[src/rtl/cordic_arbiter_if.sv]
// cordic_arbiter_if: bundles the requester, pipeline and response signals of cordic_arbiter.
// slave = arbiter view, master = environment (requesters + pipeline) view.
interface cordic_arbiter_if #(
  parameter int unsigned DATA_WIDTH = 16
);
  logic                      a_req_valid;
  logic                      a_req_ready;
  logic                      a_req_arctan;
  logic [DATA_WIDTH-1:0]     a_req_operand;
  logic                      b_req_valid;
  logic                      b_req_ready;
  logic                      b_req_arctan;
  logic [DATA_WIDTH-1:0]     b_req_operand;

  logic                      pipe_valid_in;
  logic                      pipe_arctan_en;
  logic [DATA_WIDTH-1:0]     pipe_degree;
  logic [DATA_WIDTH-1:0]     pipe_tan;
  logic                      pipe_valid_out;
  logic [DATA_WIDTH-1:0]     pipe_x;
  logic [DATA_WIDTH-1:0]     pipe_y;
  logic [DATA_WIDTH-1:0]     pipe_degree_out;

  logic                      a_rsp_valid;
  logic                      a_rsp_ready;
  logic [3*DATA_WIDTH-1:0]   a_rsp_data;
  logic                      b_rsp_valid;
  logic                      b_rsp_ready;
  logic [3*DATA_WIDTH-1:0]   b_rsp_data;

  logic                      busy;
  logic                      err;

  modport slave (
    input  a_req_valid, a_req_arctan, a_req_operand,
    input  b_req_valid, b_req_arctan, b_req_operand,
    output a_req_ready, b_req_ready,
    output pipe_valid_in, pipe_arctan_en, pipe_degree, pipe_tan,
    input  pipe_valid_out, pipe_x, pipe_y, pipe_degree_out,
    output a_rsp_valid, a_rsp_data, b_rsp_valid, b_rsp_data,
    input  a_rsp_ready, b_rsp_ready,
    output busy, err
  );

  modport master (
    output a_req_valid, a_req_arctan, a_req_operand,
    output b_req_valid, b_req_arctan, b_req_operand,
    input  a_req_ready, b_req_ready,
    input  pipe_valid_in, pipe_arctan_en, pipe_degree, pipe_tan,
    output pipe_valid_out, pipe_x, pipe_y, pipe_degree_out,
    input  a_rsp_valid, a_rsp_data, b_rsp_valid, b_rsp_data,
    output a_rsp_ready, b_rsp_ready,
    input  busy, err
  );
endinterface

[src/rtl/cordic_arbiter.sv]
// cordic_arbiter: shares one fixed-latency CORDIC pipeline between requesters A and B.
// Credit-gated round-robin issue, a tag shift register tracking result ownership,
// and one response FIFO per requester.
// Build option: define CORDIC_ARB_FIXED_PRIO_EN for strict A-over-B priority.
module cordic_arbiter #(
  parameter int unsigned DATA_WIDTH   = 16,
  parameter int unsigned PIPE_LATENCY = 8,
  parameter int unsigned RESP_DEPTH   = 4
) (
  input logic             clk,
  input logic             reset,
  cordic_arbiter_if.slave bus
);
  localparam int unsigned RSP_W = 3 * DATA_WIDTH;
  localparam int unsigned CNT_W = $clog2(RESP_DEPTH + 1);
  localparam int unsigned PTR_W = $clog2(RESP_DEPTH);
  localparam int unsigned SUM_W = CNT_W + 1;

  // Index 0 = requester A, index 1 = requester B.
  logic [1:0]            req_valid;
  logic [1:0]            req_arctan;
  logic [DATA_WIDTH-1:0] req_operand [2];
  logic [1:0]            rsp_ready;
  logic [1:0]            rsp_valid;
  logic [1:0]            elig;
  logic [1:0]            grant;
  logic [1:0]            pop;

  logic                  issue_arctan;
  logic [DATA_WIDTH-1:0] issue_operand;

  logic                  pipe_valid_q;
  logic                  pipe_id_q;
  logic                  pipe_arctan_q;
  logic [DATA_WIDTH-1:0] pipe_degree_q;
  logic [DATA_WIDTH-1:0] pipe_tan_q;

  logic [PIPE_LATENCY-1:0] tag_vld_q;
  logic [PIPE_LATENCY-1:0] tag_id_q;
  logic                    tag_last_vld;
  logic                    push_id;
  logic                    push_ok;
  logic                    overflow;

  logic [CNT_W-1:0] inflight_q [2];
  logic [CNT_W-1:0] inflight_d [2];
  logic [CNT_W-1:0] count_q    [2];
  logic [CNT_W-1:0] count_d    [2];
  logic [PTR_W-1:0] wr_ptr_q   [2];
  logic [PTR_W-1:0] rd_ptr_q   [2];
  logic [RSP_W-1:0] mem_q      [2][RESP_DEPTH];

  logic err_q;
  logic err_d;
  logic busy_q;
  logic busy_d;

`ifndef CORDIC_ARB_FIXED_PRIO_EN
  logic last_q;  // 1 = B was granted most recently
`endif

  assign req_valid      = {bus.b_req_valid, bus.a_req_valid};
  assign req_arctan     = {bus.b_req_arctan, bus.a_req_arctan};
  assign req_operand[0] = bus.a_req_operand;
  assign req_operand[1] = bus.b_req_operand;
  assign rsp_ready      = {bus.b_rsp_ready, bus.a_rsp_ready};

  assign tag_last_vld = tag_vld_q[PIPE_LATENCY-1];
  assign push_id      = tag_id_q[PIPE_LATENCY-1];

  // Eligibility from registered credit, then a single grant per cycle
  always_comb begin
    elig  = '0;
    grant = '0;
    for (int i = 0; i < 2; i++) begin
      elig[i] = req_valid[i] &&
                (SUM_W'(inflight_q[i]) + SUM_W'(count_q[i]) < SUM_W'(RESP_DEPTH));
    end
`ifdef CORDIC_ARB_FIXED_PRIO_EN
    if (elig[0])      grant = 2'b01;
    else if (elig[1]) grant = 2'b10;
`else
    if (elig[0] && elig[1]) grant = last_q ? 2'b01 : 2'b10;
    else                    grant = elig;
`endif
    // Nothing is accepted while reset is held
    if (!reset) grant = '0;
  end

  assign issue_arctan  = req_arctan[grant[1]];
  assign issue_operand = req_operand[grant[1]];

  // Response-side events: retire into the owning FIFO and pops
  always_comb begin
    rsp_valid = '0;
    pop       = '0;
    for (int i = 0; i < 2; i++) begin
      rsp_valid[i] = (count_q[i] != '0);
      pop[i]       = rsp_valid[i] && rsp_ready[i];
    end
    overflow = bus.pipe_valid_out && tag_last_vld &&
               (count_q[push_id] == CNT_W'(RESP_DEPTH)) && !pop[push_id];
    push_ok  = bus.pipe_valid_out && tag_last_vld && !overflow;
  end

  // Next-state counters, sticky error and busy
  always_comb begin
    busy_d = 1'b0;
    for (int i = 0; i < 2; i++) begin
      inflight_d[i] = inflight_q[i] + CNT_W'(grant[i])
                      - CNT_W'(push_ok && (push_id == 1'(i)));
      count_d[i]    = count_q[i] + CNT_W'(push_ok && (push_id == 1'(i)))
                      - CNT_W'(pop[i]);
      busy_d        = busy_d | (inflight_d[i] != '0) | (count_d[i] != '0);
    end
    err_d = err_q
          | (bus.pipe_valid_out && !tag_last_vld)
          | (tag_last_vld && !bus.pipe_valid_out)
          | overflow;
  end

`ifndef CORDIC_ARB_FIXED_PRIO_EN
  // Round-robin pointer: remembers the last granted requester
  always_ff @(posedge clk or negedge reset) begin
    if (!reset)      last_q <= 1'b1;
    else if (|grant) last_q <= grant[1];
  end
`endif

  // Pipeline input register stage; data fields hold when idle
  always_ff @(posedge clk or negedge reset) begin
    if (!reset) begin
      pipe_valid_q  <= 1'b0;
      pipe_id_q     <= 1'b0;
      pipe_arctan_q <= 1'b0;
      pipe_degree_q <= '0;
      pipe_tan_q    <= '0;
    end else begin
      pipe_valid_q <= |grant;
      if (|grant) begin
        pipe_id_q     <= grant[1];
        pipe_arctan_q <= issue_arctan;
        pipe_degree_q <= issue_arctan ? '0 : issue_operand;
        pipe_tan_q    <= issue_arctan ? issue_operand : '0;
      end
    end
  end

  // Ownership tags, aligned so the last stage lines up with pipe_valid_out
  always_ff @(posedge clk or negedge reset) begin
    if (!reset) begin
      tag_vld_q <= '0;
      tag_id_q  <= '0;
    end else begin
      for (int s = PIPE_LATENCY - 1; s > 0; s--) begin
        tag_vld_q[s] <= tag_vld_q[s-1];
        tag_id_q[s]  <= tag_id_q[s-1];
      end
      tag_vld_q[0] <= pipe_valid_q;
      tag_id_q[0]  <= pipe_id_q;
    end
  end

  // Counters, FIFO pointers, sticky error and busy
  always_ff @(posedge clk or negedge reset) begin
    if (!reset) begin
      for (int i = 0; i < 2; i++) begin
        inflight_q[i] <= '0;
        count_q[i]    <= '0;
        wr_ptr_q[i]   <= '0;
        rd_ptr_q[i]   <= '0;
      end
      err_q  <= 1'b0;
      busy_q <= 1'b0;
    end else begin
      for (int i = 0; i < 2; i++) begin
        inflight_q[i] <= inflight_d[i];
        count_q[i]    <= count_d[i];
        if (push_ok && (push_id == 1'(i))) wr_ptr_q[i] <= wr_ptr_q[i] + PTR_W'(1);
        if (pop[i])                        rd_ptr_q[i] <= rd_ptr_q[i] + PTR_W'(1);
      end
      err_q  <= err_d;
      busy_q <= busy_d;
    end
  end

  // Response storage (data only, validity lives in the counters)
  always_ff @(posedge clk) begin
    if (push_ok) begin
      mem_q[push_id][wr_ptr_q[push_id]] <= {bus.pipe_x, bus.pipe_y, bus.pipe_degree_out};
    end
  end

  assign bus.a_req_ready    = grant[0];
  assign bus.b_req_ready    = grant[1];
  assign bus.pipe_valid_in  = pipe_valid_q;
  assign bus.pipe_arctan_en = pipe_arctan_q;
  assign bus.pipe_degree    = pipe_degree_q;
  assign bus.pipe_tan       = pipe_tan_q;
  assign bus.a_rsp_valid    = rsp_valid[0];
  assign bus.b_rsp_valid    = rsp_valid[1];
  assign bus.a_rsp_data     = mem_q[0][rd_ptr_q[0]];
  assign bus.b_rsp_data     = mem_q[1][rd_ptr_q[1]];
  assign bus.busy           = busy_q;
  assign bus.err            = err_q;

endmodule

[src/flat_wrapper.sv]
// flat-port wrapper written by rule: the top's interface ports become plain ports
module cordic_arbiter_flat 
#(
  parameter int unsigned DATA_WIDTH   = 16,
  parameter int unsigned PIPE_LATENCY = 8,
  parameter int unsigned RESP_DEPTH   = 4
)
  (clk, reset, bus_a_req_valid, bus_a_req_arctan, bus_a_req_operand, bus_b_req_valid, bus_b_req_arctan, bus_b_req_operand, bus_a_req_ready, bus_b_req_ready, bus_pipe_valid_in, bus_pipe_arctan_en, bus_pipe_degree, bus_pipe_tan, bus_pipe_valid_out, bus_pipe_x, bus_pipe_y, bus_pipe_degree_out, bus_a_rsp_valid, bus_a_rsp_data, bus_b_rsp_valid, bus_b_rsp_data, bus_a_rsp_ready, bus_b_rsp_ready, bus_busy, bus_err);
  cordic_arbiter_if #(.DATA_WIDTH(DATA_WIDTH)) bus_i ();
  input logic clk;
  input logic reset;
  input wire logic [$bits(bus_i.a_req_valid)-1:0] bus_a_req_valid;
  input wire logic [$bits(bus_i.a_req_arctan)-1:0] bus_a_req_arctan;
  input wire logic [$bits(bus_i.a_req_operand)-1:0] bus_a_req_operand;
  input wire logic [$bits(bus_i.b_req_valid)-1:0] bus_b_req_valid;
  input wire logic [$bits(bus_i.b_req_arctan)-1:0] bus_b_req_arctan;
  input wire logic [$bits(bus_i.b_req_operand)-1:0] bus_b_req_operand;
  output wire logic [$bits(bus_i.a_req_ready)-1:0] bus_a_req_ready;
  output wire logic [$bits(bus_i.b_req_ready)-1:0] bus_b_req_ready;
  output wire logic [$bits(bus_i.pipe_valid_in)-1:0] bus_pipe_valid_in;
  output wire logic [$bits(bus_i.pipe_arctan_en)-1:0] bus_pipe_arctan_en;
  output wire logic [$bits(bus_i.pipe_degree)-1:0] bus_pipe_degree;
  output wire logic [$bits(bus_i.pipe_tan)-1:0] bus_pipe_tan;
  input wire logic [$bits(bus_i.pipe_valid_out)-1:0] bus_pipe_valid_out;
  input wire logic [$bits(bus_i.pipe_x)-1:0] bus_pipe_x;
  input wire logic [$bits(bus_i.pipe_y)-1:0] bus_pipe_y;
  input wire logic [$bits(bus_i.pipe_degree_out)-1:0] bus_pipe_degree_out;
  output wire logic [$bits(bus_i.a_rsp_valid)-1:0] bus_a_rsp_valid;
  output wire logic [$bits(bus_i.a_rsp_data)-1:0] bus_a_rsp_data;
  output wire logic [$bits(bus_i.b_rsp_valid)-1:0] bus_b_rsp_valid;
  output wire logic [$bits(bus_i.b_rsp_data)-1:0] bus_b_rsp_data;
  input wire logic [$bits(bus_i.a_rsp_ready)-1:0] bus_a_rsp_ready;
  input wire logic [$bits(bus_i.b_rsp_ready)-1:0] bus_b_rsp_ready;
  output wire logic [$bits(bus_i.busy)-1:0] bus_busy;
  output wire logic [$bits(bus_i.err)-1:0] bus_err;
  assign bus_i.a_req_valid = bus_a_req_valid;
  assign bus_i.a_req_arctan = bus_a_req_arctan;
  assign bus_i.a_req_operand = bus_a_req_operand;
  assign bus_i.b_req_valid = bus_b_req_valid;
  assign bus_i.b_req_arctan = bus_b_req_arctan;
  assign bus_i.b_req_operand = bus_b_req_operand;
  assign bus_a_req_ready = bus_i.a_req_ready;
  assign bus_b_req_ready = bus_i.b_req_ready;
  assign bus_pipe_valid_in = bus_i.pipe_valid_in;
  assign bus_pipe_arctan_en = bus_i.pipe_arctan_en;
  assign bus_pipe_degree = bus_i.pipe_degree;
  assign bus_pipe_tan = bus_i.pipe_tan;
  assign bus_i.pipe_valid_out = bus_pipe_valid_out;
  assign bus_i.pipe_x = bus_pipe_x;
  assign bus_i.pipe_y = bus_pipe_y;
  assign bus_i.pipe_degree_out = bus_pipe_degree_out;
  assign bus_a_rsp_valid = bus_i.a_rsp_valid;
  assign bus_a_rsp_data = bus_i.a_rsp_data;
  assign bus_b_rsp_valid = bus_i.b_rsp_valid;
  assign bus_b_rsp_data = bus_i.b_rsp_data;
  assign bus_i.a_rsp_ready = bus_a_rsp_ready;
  assign bus_i.b_rsp_ready = bus_b_rsp_ready;
  assign bus_busy = bus_i.busy;
  assign bus_err = bus_i.err;
  cordic_arbiter #(.DATA_WIDTH(DATA_WIDTH), .PIPE_LATENCY(PIPE_LATENCY), .RESP_DEPTH(RESP_DEPTH)) u_core (.clk(clk), .reset(reset), .bus(bus_i));
endmodule
[config.mk]
export PLATFORM = sky130hd
export DESIGN_NAME = cordic_arbiter_flat
export DESIGN_NICKNAME = d
export VERILOG_FILES = /design/src/rtl/cordic_arbiter_if.sv /design/src/rtl/cordic_arbiter.sv /design/src/flat_wrapper.sv
export SDC_FILE = /design/constraint.sdc
export NUM_CORES = 1
export LEC_CHECK = 0
export ABC_AREA = 1
export ABC_CLOCK_PERIOD_IN_PS = 13800
export BUFFER_PORTS_ARGS = -buffer_cell sky130_fd_sc_hd__buf_2
export CORE_MARGIN = 2
export CORE_UTILIZATION = 45
export CTS_BUF_LIST = sky130_fd_sc_hd__clkbuf_4 sky130_fd_sc_hd__clkbuf_8 sky130_fd_sc_hd__clkbuf_16
export DETAILED_ROUTE_END_ITERATION = 16
export HOLD_SLACK_MARGIN = 0.06
export PLACE_DENSITY = 0.77
export SLEW_MARGIN = 0
export SYNTH_ARGS = -nofsm -noshare
export SYNTH_HDL_FRONTEND = slang
export SYNTH_SLANG_ARGS = --single-unit
export TNS_END_PERCENT = 1
[constraint.sdc]
create_clock -name clk -period 13.8 [get_ports clk]
set_input_delay 0.69 -clock clk [delete_from_list [all_inputs] [get_ports clk]]
set_output_delay 0.69 -clock clk [all_outputs]
set_load 0.1 [all_outputs]
; ---- Word level (Yosys, flattened, before mapping)
; Memory sizes are Yosys's and may differ from the RTL's.
; Index checks and enable logic that the tools add are counted.
[totals]
ff_bits = 74
out_inout_bits = 136
inputBits = 89
elab_cells = 109
mem_count = 1
mem_bits_rw = 384
[mem_list]
columns = name, depth, width, rd, rd_ports_with_merged_regs, write_ports, line
row1 = u_core.mem_q, 2, 192, 2, 0, 1, cordic_arbiter.sv:51  ; logic [RSP_W-1:0] mem_q [2][RESP_DEPTH];
[classes]
bitwise_logic = 12
add_sub_neg = 14
muxes = 28
n_reduce_logical = 25
order_cmp = 10
eq_ne = 1
[ops]
columns = operator, count
row1 = 48-bit two-way mux, 5
row2 = 48-bit binary-select mux with 2-bit select, 2
row3 = 192-bit two-way mux, 1
row4 = 48-bit demux with 2-bit select, 1
row5 = 16-bit two-way mux, 5
row6 = 3-bit nonzero test, 6
row7 = 1-bit logical AND, 14
row8 = 3-bit by 1-bit adder with 3-bit output, 4
row9 = 2-bit two-way mux, 6
row10 = 3-bit by 1-bit subtractor with 3-bit output, 4
row11 = 3-bit >= comparator (second input constant), 3
row12 = 3-bit two-way mux, 3
row13 = 2-bit NOT with 3-bit output, 3
row14 = 2-bit by 1-bit adder with 2-bit output (second input constant), 4
row15 = 3-bit by 3-bit adder with 4-bit output, 2
row16 = 4-bit by 3-bit less-than comparator with 1-bit output (second input constant), 2
row17 = 1-bit bitwise OR, 6
row18 = 1-bit two-way mux, 5
row19 = 2-bit >= comparator (second input constant), 2
row20 = 1-bit zero test, 4
row21 = 1-bit by 2-bit less-than comparator with 1-bit output (second input constant), 2
row22 = 1-bit NOT with 2-bit output, 2
row23 = 3-bit equality test (second input constant), 1
row24 = 3-bit by 1-bit less-than comparator with 1-bit output (second input constant), 1
row25 = other kinds (2), 2

; ---- Logic depth before layout (Yosys ltp)
; Gate-level depths: netlist (run 1).
[logic_depth]
depth_word = 16
mapped_depth = 17
depth_no_buf = 16

; ---- Least setup slack after synthesis (run 1)
; OpenSTA, ideal clock, no wires.
[synth_path]
path_type = reg-to-reg
start = register u_core.count_q[4] (netlist name)
end = memory u_core.mem_q[0][144] (netlist name) (enable)
slack_ps = 8604
synth_period_minus_slack_ps = 5196
required_time_ps = 13287
setup_time_ps = 513
n_path_buf = 0
path_stages_with_launch = 7
t_arrival_ps = 4683
path_cell_list = dfrtp_1 -> inv_1 -> nand3_2 -> nand2_1 -> nand3_1 -> nand4_1 -> nor3_1
[synth_between]
elab_chain_len = 10
word_cells_on_any_way = 15
cone_classes = eq/ne (1) / mux (7) / reduce/logical (7)
[synth_rtl]
columns = item, line
row1 = "start, declared", cordic_arbiter.sv:47  ; logic [CNT_W-1:0] count_q [2];
row2 = "start signal, assigned by index", cordic_arbiter.sv:178  ; count_q[i] <= count_d[i];
row3 = 3-bit nonzero test, cordic_arbiter.sv:98  ; rsp_valid[i] = (count_q[i] != '0);
row4 = net bus_a_rsp_valid, flat_wrapper.sv:28  ; output wire logic [$bits(bus_i.a_rsp_valid)-1:0] bus_a_rsp_valid;
row5 = 1-bit logical AND, cordic_arbiter.sv:99  ; pop[i] = rsp_valid[i] && rsp_ready[i];
row6 = 1-bit two-way mux (implied by the code) (2 in a row), cordic_arbiter.sv:102  ; (count_q[push_id] == CNT_W'(RESP_DEPTH)) && !pop[push_id];
row7 = 1-bit zero test, cordic_arbiter.sv:102
row8 = 1-bit logical AND, cordic_arbiter.sv:102
row9 = 1-bit zero test, cordic_arbiter.sv:103  ; push_ok = bus.pipe_valid_out && tag_last_vld && !overflow;
row10 = 1-bit logical AND, cordic_arbiter.sv:103
row11 = 1-bit two-way mux, cordic_arbiter.sv:189  ; if (push_ok) begin
row12 = 192-bit two-way mux (implied by the code), cordic_arbiter.sv:190  ; mem_q[push_id][wr_ptr_q[push_id]] <= {bus.pipe_x, bus.pipe_y, bus.pipe_degree_out};
row13 = "end, declared", cordic_arbiter.sv:51
; The timed path passes the listed nets, and every way through them passes these cells. The select of a mux whose other input is x is not followed.

; ---- Final worst setup path (run 1)
[layout_path]
start = register u_core.rd_ptr_q[2] (netlist name)
end = output port bus_a_rsp_data[18]
[layout_between]
elab_chain_len = 4
[layout_rtl]
columns = item, line
row1 = "start, declared", cordic_arbiter.sv:50  ; logic [PTR_W-1:0] rd_ptr_q [2];
row2 = "start signal, assigned by index", cordic_arbiter.sv:180  ; if (pop[i]) rd_ptr_q[i] <= rd_ptr_q[i] + PTR_W'(1);
row3 = 2-bit NOT with 3-bit output (implied by the code), cordic_arbiter.sv:202  ; assign bus.a_rsp_data = mem_q[0][rd_ptr_q[0]];
row4 = 48-bit binary-select mux with 2-bit select, cordic_arbiter.sv:202
row5 = 48-bit two-way mux (implied by the code) (2 in a row), cordic_arbiter.sv:202
row6 = "end, declared", flat_wrapper.sv:29  ; output wire logic [$bits(bus_i.a_rsp_data)-1:0] bus_a_rsp_data;
; No other way between the ends. The select of a mux whose other input is x is not followed.

==> metrics.txt, run 1 <==
status complete, no violations; Worst Hold Class flip-flop to flip-flop; Synth Register Bits approximately 460; Clock Path Buffers 3; Tmin final 4520 ps; Slew Limit Headroom 0.2279; Synth Flop Type edfxtp_1; commonest non-fill, non-tap cells in the layout 384 x edfxtp_1, 224 x buf_2, 202 x nor2_1; die area between 40000 and 50000 um2; vias per std cell around 5.4; Placed Cells approximately 2000; DRT iter0 DRCs roughly 1000; Final Hold Viols 0; RSZ-0062 raised after global routing false; DP HPWL 23720 um; # resized after CTS 0; FMAX 221.2 MHz; wire length per cell approximately 20 um; Starting Density 0.4566; maxcap violations 0; io pins around 230; area leader, netlist edfxtp_1; Setup TNS Final 0 ps; Worst Path Arrival 3830 ps; cts hold-fix bufs 0; Routed WL 40550 um; width of the die 202.0 um; largest net degree at the start of global routing 99; Yosys warning total 0; drt pass-1 iters 5; cell count after synthesis 1298; CTS sink count ~460; Final Slew Violations 0; Area contributors post-synth edfxtp_1 65%, dfrtp_1 10%, o21ai_0 5.3%, nor2_1 4.4%, o22ai_1 3.4%; Post-Syn Nets approximately 1400; final setup fails 0; CP Data Required Time about 13000 ps; crit path max fanout 98; EDFF count, synth 384; H-tree depth 2; Syn Area/Cell 13.59 um2; clock latency on the worst-skew pair 540 ps; fraction of registers with async set/reset 0.1616; Placer Congestion roughly 0.80; measured slew at the worst slew-check pin between 1000 and 1500 ps; core area ~39000 um2; buffers added on ports 224; vias in the first global route around 11000; first-pass GRT wire length approximately 63000 um; root buffer cell clkbuf_16; Clock Skew 14.58 ps; Num CTS Buffers 45; grt ovf 0; Clock Pin Slew Worst Setup and Hold Paths 60 ps; Final ANT Viol Nets 0; antenna violations before repair 3; Crit. End Element output pin; crit share post-route 0.3275; area of the mapped netlist roughly 18000 um2; Place WS between 9000 and 10000 ps; Cell Rows 72; Setup Fix Bufs, Post-CTS 0; layout cells sized above 1 0.2458; post-synthesis sequential area ratio 0.7585; NumNets Final between 1500 and 2000; worst setup margin a little over 9000 ps; total number of vias about 11000; top cell type's share of synthesized area 0.6535; Die H roughly 200 um; Post-Layout Cell Count about 2100; most common cell after layout, fill and taps aside edfxtp_1; Area Growth Syn to Fin 17.96%; GRT Total Usage 0.1989; drt drc 0; CP Class flip-flop to output pin; CP Launch Type flip-flop; CTS tree done; Netlist cell types 34
## layer usage
| layer | global-route usage | share of wire | vias to the layer above | wire [um] |
|---|---|---|---|---|
| met5 | 0 | 0.00067 | - | 27 |
| met4 | 0.06040 | 0.023 | 4 | 946 |
| met3 | 0.04628 | 0.083 | 69 | 3359 |
| met2 | 0.3262 | 0.47 | 505 | 19170 |
| met1 | 0.2654 | 0.42 | 5457 | 17050 |
| li1 | - | - | 5137 | - |
## kinds of logic (layout without fill, tap and decap cells)
logic type      after synthesis  count (layout)  synth area share
compound gates              294             294           0.09019
other cells                   0               1                 0
xor+xnor                     12              12          0.005956
buf+inv                     117             365           0.02971
flops                       458             458            0.7585
simple gates                401             401            0.1026
fa+ha+maj                    16              16           0.01305
## synthesized netlist by cell type (2+ instances only)
| library cell | instances |
|---|---|
| a21oi_1 | 2 |
| buf_2 | 19 |
| buf_4 | 2 |
| buf_6 | 2 |
| buf_8 | 2 |
| clkbuf_1 | 48 |
| clkinv_1 | 2 |
| dfrtp_1 | 73 |
| edfxtp_1 | 384 |
| fa_1 | 4 |
| ha_1 | 12 |
| inv_1 | 39 |
| nand2_1 | 94 |
| nand2_2 | 21 |
| nand2_4 | 4 |
| nand3_1 | 45 |
| nand3_2 | 14 |
| nand4_1 | 4 |
| nor2_1 | 207 |
| nor2_4 | 3 |
| nor3_1 | 4 |
| nor4_1 | 2 |
| o21ai_0 | 187 |
| o21ai_1 | 9 |
| o22ai_1 | 96 |
| xnor2_1 | 6 |
| xor2_1 | 6 |
## through the flow
stage	utilization	hold WS (ps)	instance area (um2)
after floorplan	-	331.2	17650
final	0.5386	350.7	20820
after global placement	0.4973	332.5	19220
after detailed placement	0.4973	335.6	19220
after global routing	0.5386	356.2	20820
after CTS	0.5385	350.4	20810
## critical path, cell delays in order (launching register included)
cell and delay, ps:
dfrtp_4 1120, clkinv_2 830, buf_4 550, o21ai_0 290, o22ai_1 140, buf_2 310
## layout make-up
cell class | instances | area [um2]
antenna | 1 | 2.502
clock buffer | 60 | 1286
clock inverter | 24 | 305.3
fill | 3093 | 17830
inverter | 42 | 160.2
multi-input combinational | 723 | 3785
sequential | 458 | 13390
tap | 518 | 648.1
timing repair buffer | 239 | 1234
## path summary, 6_finish.rpt
kind                                    start  depth (start not counted)                         to  slack, ps
min in group asynchronous               reset                          2  u_core.bus.pipe_degree[3]        360
hold / removal             u_core.tag_id_q[6]                          0         u_core.tag_id_q[7]        350
hold reg to reg            u_core.tag_id_q[6]                          0         u_core.tag_id_q[7]        350
setup / recovery           u_core.rd_ptr_q[2]                          5         bus_a_rsp_data[18]       9280
setup reg to reg            u_core.count_q[2]                         15            u_core.bus.busy      10440
max in group asynchronous               reset                          2         u_core.rd_ptr_q[2]      12710
## registers in the layout, summed over array words and instances (netlist names)
name / cells
u_core.bus.err: 1
u_core.tag_vld_q: 8
u_core.rd_ptr_q: 4
u_core.tag_id_q: 8
u_core.wr_ptr_q: 4
u_core.mem_q: 384
u_core.bus.busy: 1
u_core.bus.pipe_degree: 16
u_core.last_q: 1
u_core.pipe_id_q: 1
u_core.bus.pipe_arctan_en: 1
u_core.inflight_q: 6
u_core.bus.pipe_valid_in: 1
u_core.bus.pipe_tan: 16
u_core.count_q: 6
Power of run 1 is not shown: default switching activity piles up to over one toggle a cycle in this logic, so the estimate is an artifact.
==> inputs of run 2 (changes only) <==
Settings changed: ABC_AREA 1 to 0, ABC_CLOCK_PERIOD_IN_PS 13800 to 4700.
Clock period 13.8 ns to 4.7 ns, I/O delays scaled along.
==> run 2 against run 1 <==
Compared with the run above: worst setup slack lost 8000 ps; core utilization grew 2.2 points; design area grew 0.53%; clock-buffer cell count is the same; worst hold slack lost 210 ps; synthesized area shrank 4.2%; sequential cell count is the same; first-iteration DRC count shrank 45%; die area shrank 4.1%; final cell count shrank 22%; largest cell class unchanged; highest routed layer is now met4.
==> metrics.txt, run 2 <==
status complete, no violations; Final ANT Viol Nets 0 (unchanged); total number of vias 8624 (-23%); Num CTS Buffers 45 (unchanged); met3 global-route usage 0.04377 (-0.002501); Routed WL 35300 um (-13%); CP Class flip-flop to flip-flop; DRT iter0 DRCs 552 (-45%); antenna violations before repair 0 (-3); post-route cell area 20930 um2 (+0.53%); most used routing layer in global routing met2; Clock Path Buffers 3 (unchanged); Placer Congestion 0.7745 (-3.7%); commonest non-fill, non-tap cells in the layout 384 x edfxtp_1, 223 x buf_2, 96 x mux4_2; core area 37310 um2 (-3.5%); vias in the first global route 9168 (-19%); clock latency on the worst-skew pair 540 ps (about the same); post-synthesis sequential area ratio 0.7914 (+0.03288); most frequent cell after synthesis edfxtp_1; hold depth 3 (+3); Netlist cell types 37 (+8.8%); Area Growth Syn to Fin 23.73%; commonest cells in the netlist 384 x edfxtp_1, 96 x mux4_2, 73 x dfrtp_1, 47 x nand2_1; H-tree depth 2 (unchanged); Slew Limit Headroom 0.2720 (+0.04410); drt pass-1 iters 5 (unchanged); max FFs per register 384 (unchanged); first-pass GRT wire length 53500 um (-15%); sequential cell area 13390 um2 (unchanged); worst hold endpoint u_core.rd_ptr_q[0]; CP Data Required Time 5110 ps (-8000 ps); Final Hold Viols 0 (unchanged); cell count after synthesis 769 (-41%); Synth Register Bits 458 (unchanged); grt ovf 0 (unchanged); GRT Total Usage 0.1833 (-0.01561); Clock Pin Slew Worst Setup and Hold Paths 60 ps (about the same); EDFF count, synth 384 (unchanged); CP Launch Type flip-flop; vias per std cell 5.340 (-1.3%); top cell type's share of synthesized area 0.6818 (+0.02833); most common cell after layout, fill and taps aside edfxtp_1; Tmin final 3437 ps; Yosys warning total 0 (unchanged); R2R setup slack 1260 ps (-9180 ps); Clock Skew 17.57 ps (+2.995 ps); Setup Fix Bufs, Post-CTS 0 (unchanged); Cell Rows 71 (-1.4%); DP HPWL 20240 um (-15%); antenna diode count 0 (-1); largest net degree at the start of global routing 76 (-23%); Area contributors post-synth edfxtp_1 68%, mux4_2 13%, dfrtp_1 11%, nand2_1 1.0%, mux2i_1 1.0%; RR Startpoint u_core.count_q[2]; Synth Flop Type edfxtp_1; drt drc 0 (unchanged); die area 39150 um2 (-4.1%); measured slew at the worst slew-check pin 1092 ps (-66.16 ps); # fillers 2738 (-11%); Final Slew Violations 0 (unchanged); io pins 225 (unchanged); final setup fails 0 (unchanged); area of the multi-input gates 3369 um2 (-11%); fraction of registers with async set/reset 0.1616 (unchanged); worst-case reg-to-reg path depth 14 (-1); Die H 197.9 um (-2.1%); # resized after CTS 0 (unchanged); FMAX roughly 290 MHz; met2 usage 0.3156 (-0.01062); width of the die 197.9 um (-2.1%); CTS tree done; Syn Area/Cell 21.99 um2 (+62%); layout cells sized above 1 0.3742 (+0.1284); RSZ-0062 raised after global routing false; NumNets Final 1215 (-25%); area of the mapped netlist 16910 um2 (-4.2%); area leader, netlist edfxtp_1; Starting Density 0.4533 (-0.003299); wire length per cell 21.86 um (+11%); Worst Hold Class input port to flip-flop; crit share post-route 0.7312; R2R Path End u_core.bus.busy; crit path max fanout 20 (-80%); Min-Delay Startpoint bus_b_rsp_ready; buffers added on ports 224 (unchanged); Crit. End Element flip-flop; cts hold-fix bufs 83 (+83); root buffer cell clkbuf_16; Setup TNS Final 0 ps (unchanged); CTS sink count 458 (unchanged); maxcap violations 0 (unchanged); Placed Area 18680 um2 (-2.8%); Post-Syn Nets 874 (-38%); Worst Path Arrival 3840 ps (about the same); M1 GR Usage 0.2378 (-0.02759)
-- run 2: area by class of cell --
cell class	instances	area share
Tap cell	474	0.02834
Timing Repair Buffer	323	0.09914
Clock buffer	60	0.06063
Clock inverter	18	0.006996
Inverter	21	0.003767
Sequential cell	458	0.6401
Multi-Input combinational cell	261	0.1610
-- run 2: worst max-delay path by stage --
stage / start / slack, ps / cells after the start / endpoint
6_report: u_core.count_q[2] / 1260 / 14 / u_core.bus.busy
5_1_grt: u_core.count_q[2] / 920 / 14 / u_core.bus.busy
4_1_cts: u_core.count_q[2] / 1250 / 14 / u_core.bus.busy
3_5_place_dp: u_core.count_q[2] / 1250 / 14 / u_core.bus.busy
3_3_place_gp: u_core.count_q[2] / 1300 / 14 / u_core.bus.busy
2_1_floorplan: u_core.tag_id_q[7] / -100 / 5 / u_core.mem_q[1][144]
-- run 2: layer usage --
metal	routed length, um	vias to the layer above	share of wire
met5	0	-	0
met4	529	0	0.015
met3	2803	50	0.079
met2	17890	347	0.51
met1	14070	4454	0.40
li1	-	3773	-
-- run 2: critical path: stages, from the launching register on --
cell and delay, ps:
dfrtp_1 420, ha_1 300, nor4b_1 460, nand3_1 150, a21oi_2 120, buf_4 340
inv_1 130, ha_1 300, inv_1 50, ha_1 130, inv_1 50, fa_1 500
nand2_1 60, nor4_1 190, nand3_1 100
-- run 2: through the flow --
step	worst slack, ps	utilization	cells	hold slack, ps
CTS	1247	0.5608	1615	96.17
finish	1263	0.5608	1615	137.1
global placement	1301	0.5006	1454	336.1
floorplan	-104.3	-	769	-60.59
global route	919.2	0.5608	1615	138.5
detailed placement	1247	0.5006	1454	335.8
-- run 2: cells by family (layout without fill, tap and decap cells) --
kind of cell	Yosys count	count (layout)	share of synthesized area
compound gates	44	44	0.01709
fa+ha+maj	16	16	0.01361
simple gates	74	74	0.01953
flops	458	458	0.7914
buf+inv	50	422	0.01324
xor+xnor	14	14	0.007250
mux	113	113	0.1379
Power of run 2 is left out for the same reason.
==> inputs of run 3 (changes only) <==
Settings changed: ABC_CLOCK_PERIOD_IN_PS 4700 to 3300.
Clock period 4.7 ns to 3.3 ns, I/O delays scaled along.
==> run 3 against run 2 <==
Compared with the run above: clock skew is 1.2 ps lower; clock-buffer cell count is 6 lower; worst setup slack worse by 1100 ps; global-route usage is 1.1 points higher; critical endpoint is now u_core.bus.pipe_tan[3]; sequential cell count stayed put.
==> metrics.txt, run 3 (synthesis results as in run 2) <==
buffers added on ports 224 (unchanged); vias in the first global route 9505 (+3.7%); die area 39150 um2 (unchanged); maxcap violations 0 (unchanged); clock latency on the worst-skew pair 580 ps (+40 ps); CTS tree done; Crit. End Element flip-flop; layout cells sized above 1 0.3791 (+0.004841); Tmin final 3148 ps (-288.7 ps); fin util 0.5694 (+0.008584); NumNets Final 1232 (+1.4%); CP Class flip-flop to flip-flop; Area Growth Syn to Fin 25.62%; antenna violations before repair 1 (+1); Final Hold Viols 0 (unchanged); io pins 225 (unchanged); first-pass GRT wire length 55960 um (+4.6%); status complete, no violations; CP Launch Type flip-flop; post-route cell area 21250 um2 (+1.5%); Routed WL 37030 um (+4.9%); H-tree depth 2 (unchanged); crit share post-route 0.9539 (+0.2227); most common cell after layout, fill and taps aside edfxtp_1; Cell Rows 71 (unchanged); Num CTS Buffers 47 (+4.4%); DP HPWL 21370 um (+5.6%); Placer Congestion 0.7769 (+0.31%); Final Slew Violations 0 (unchanged); grt ovf 0 (unchanged); area of the multi-input gates 3388 um2 (+0.56%); drt drc 0 (unchanged); Starting Density 0.4533 (unchanged); # fillers 2734 (-0.15%); total number of vias 8767 (+1.7%); Die H 197.9 um (unchanged); CTS sink count 458 (unchanged); measured slew at the worst slew-check pin 989.7 ps (-102.3 ps); FMAX 317.7 MHz (+9.2%); width of the die 197.9 um (unchanged); Worst Path Arrival 3580 ps (-260 ps); root buffer cell clkbuf_16; drt pass-1 iters 4 (-1); DRT iter0 DRCs 538 (-2.5%); core area 37310 um2 (unchanged); crit path max fanout 19 (-5.0%); max FFs per register 384 (unchanged); final setup fails 0 (unchanged); commonest non-fill, non-tap cells in the layout 384 x edfxtp_1, 222 x buf_2, 96 x mux4_2; Clock Skew 16.37 ps (-1.204 ps); CP Data Required Time 3740 ps (-1370 ps); sequential cell area 13390 um2 (unchanged); Clock Path Buffers 3 (unchanged); GRT Total Usage 0.1942 (+0.01089); vias per std cell 5.342 (about the same); Clock Pin Slew Worst Setup and Hold Paths 60 ps (about the same); wire length per cell 22.57 um (+3.3%); Final ANT Viol Nets 0 (unchanged); Placed Area 18850 um2 (+0.92%); largest net degree at the start of global routing 75 (-1.3%); Slew Limit Headroom 0.3333 (+0.06121); Worst Hold Class input port to flip-flop
run 3: layer usage:
metal,share of wire,up-vias,global-route usage
met4,0.027,0,0.06433
met1,0.40,4557,0.2419
met2,0.50,323,0.3299
met3,0.074,69,0.05382
met5,0,-,0
li1,-,3818,-
run 3: path summary, 6_finish.rpt:
| path | from | end | slack (ps) | cells past startpoint |
|---|---|---|---|---|
| max reg2reg | u_core.count_q[5] | u_core.bus.pipe_tan[3] | 150 | 8 |
| min reg2reg | u_core.tag_id_q[2] | u_core.tag_id_q[3] | 340 | 0 |
| min in group asynchronous | reset | u_core.tag_id_q[3] | 410 | 3 |
| min | bus_b_req_valid | u_core.last_q | 160 | 6 |
| max | u_core.count_q[5] | u_core.bus.pipe_tan[3] | 150 | 8 |
| max in group asynchronous | reset | u_core.rd_ptr_q[2] | 2190 | 3 |
run 3: repair_timing:
item / in CTS / in global routing
buffers inserted: 0 / 1
gates resized for setup: 0 / 2
endpoints found under the hold margin: 495 / 0
endpoints found under the setup margin: 0 / 1
hold buffers: 87 / 0
run 3: cell type report:
class,count,area share
flip-flops and latches,458,0.6304
inverters,21,0.003710
repair buffers,338,0.1077
well taps,474,0.02792
multi-input cells,261,0.1595
clock inverters,34,0.01119
diodes,1,0.0001178
clock buffers,54,0.05948
run 3: critical path, stage by stage, from the launching register on:
cell and delay, ps:
dfrtp_1 410, ha_1 300, or4b_4 500, a31oi_4 230, a21oi_2 90, buf_4 250
a22oi_2 350, dlygate4sd3_1 760, o21ai_0 140
run 3: stage by stage:
step	std cells	setup WS, ps	hold WS (ps)	setup TNS [ps]
6_report	1641	152.2	163.3	0
5_1_grt	1641	-12.67	171.5	-12.67
4_1_cts	1639	149.3	136.9	0
3_5_place_dp	1464	126.6	335.8	0
3_3_place_gp	1464	177.7	332.1	0
2_1_floorplan	769	-373.6	-130.6	-66930
Power of run 3 is left out for the same reason.
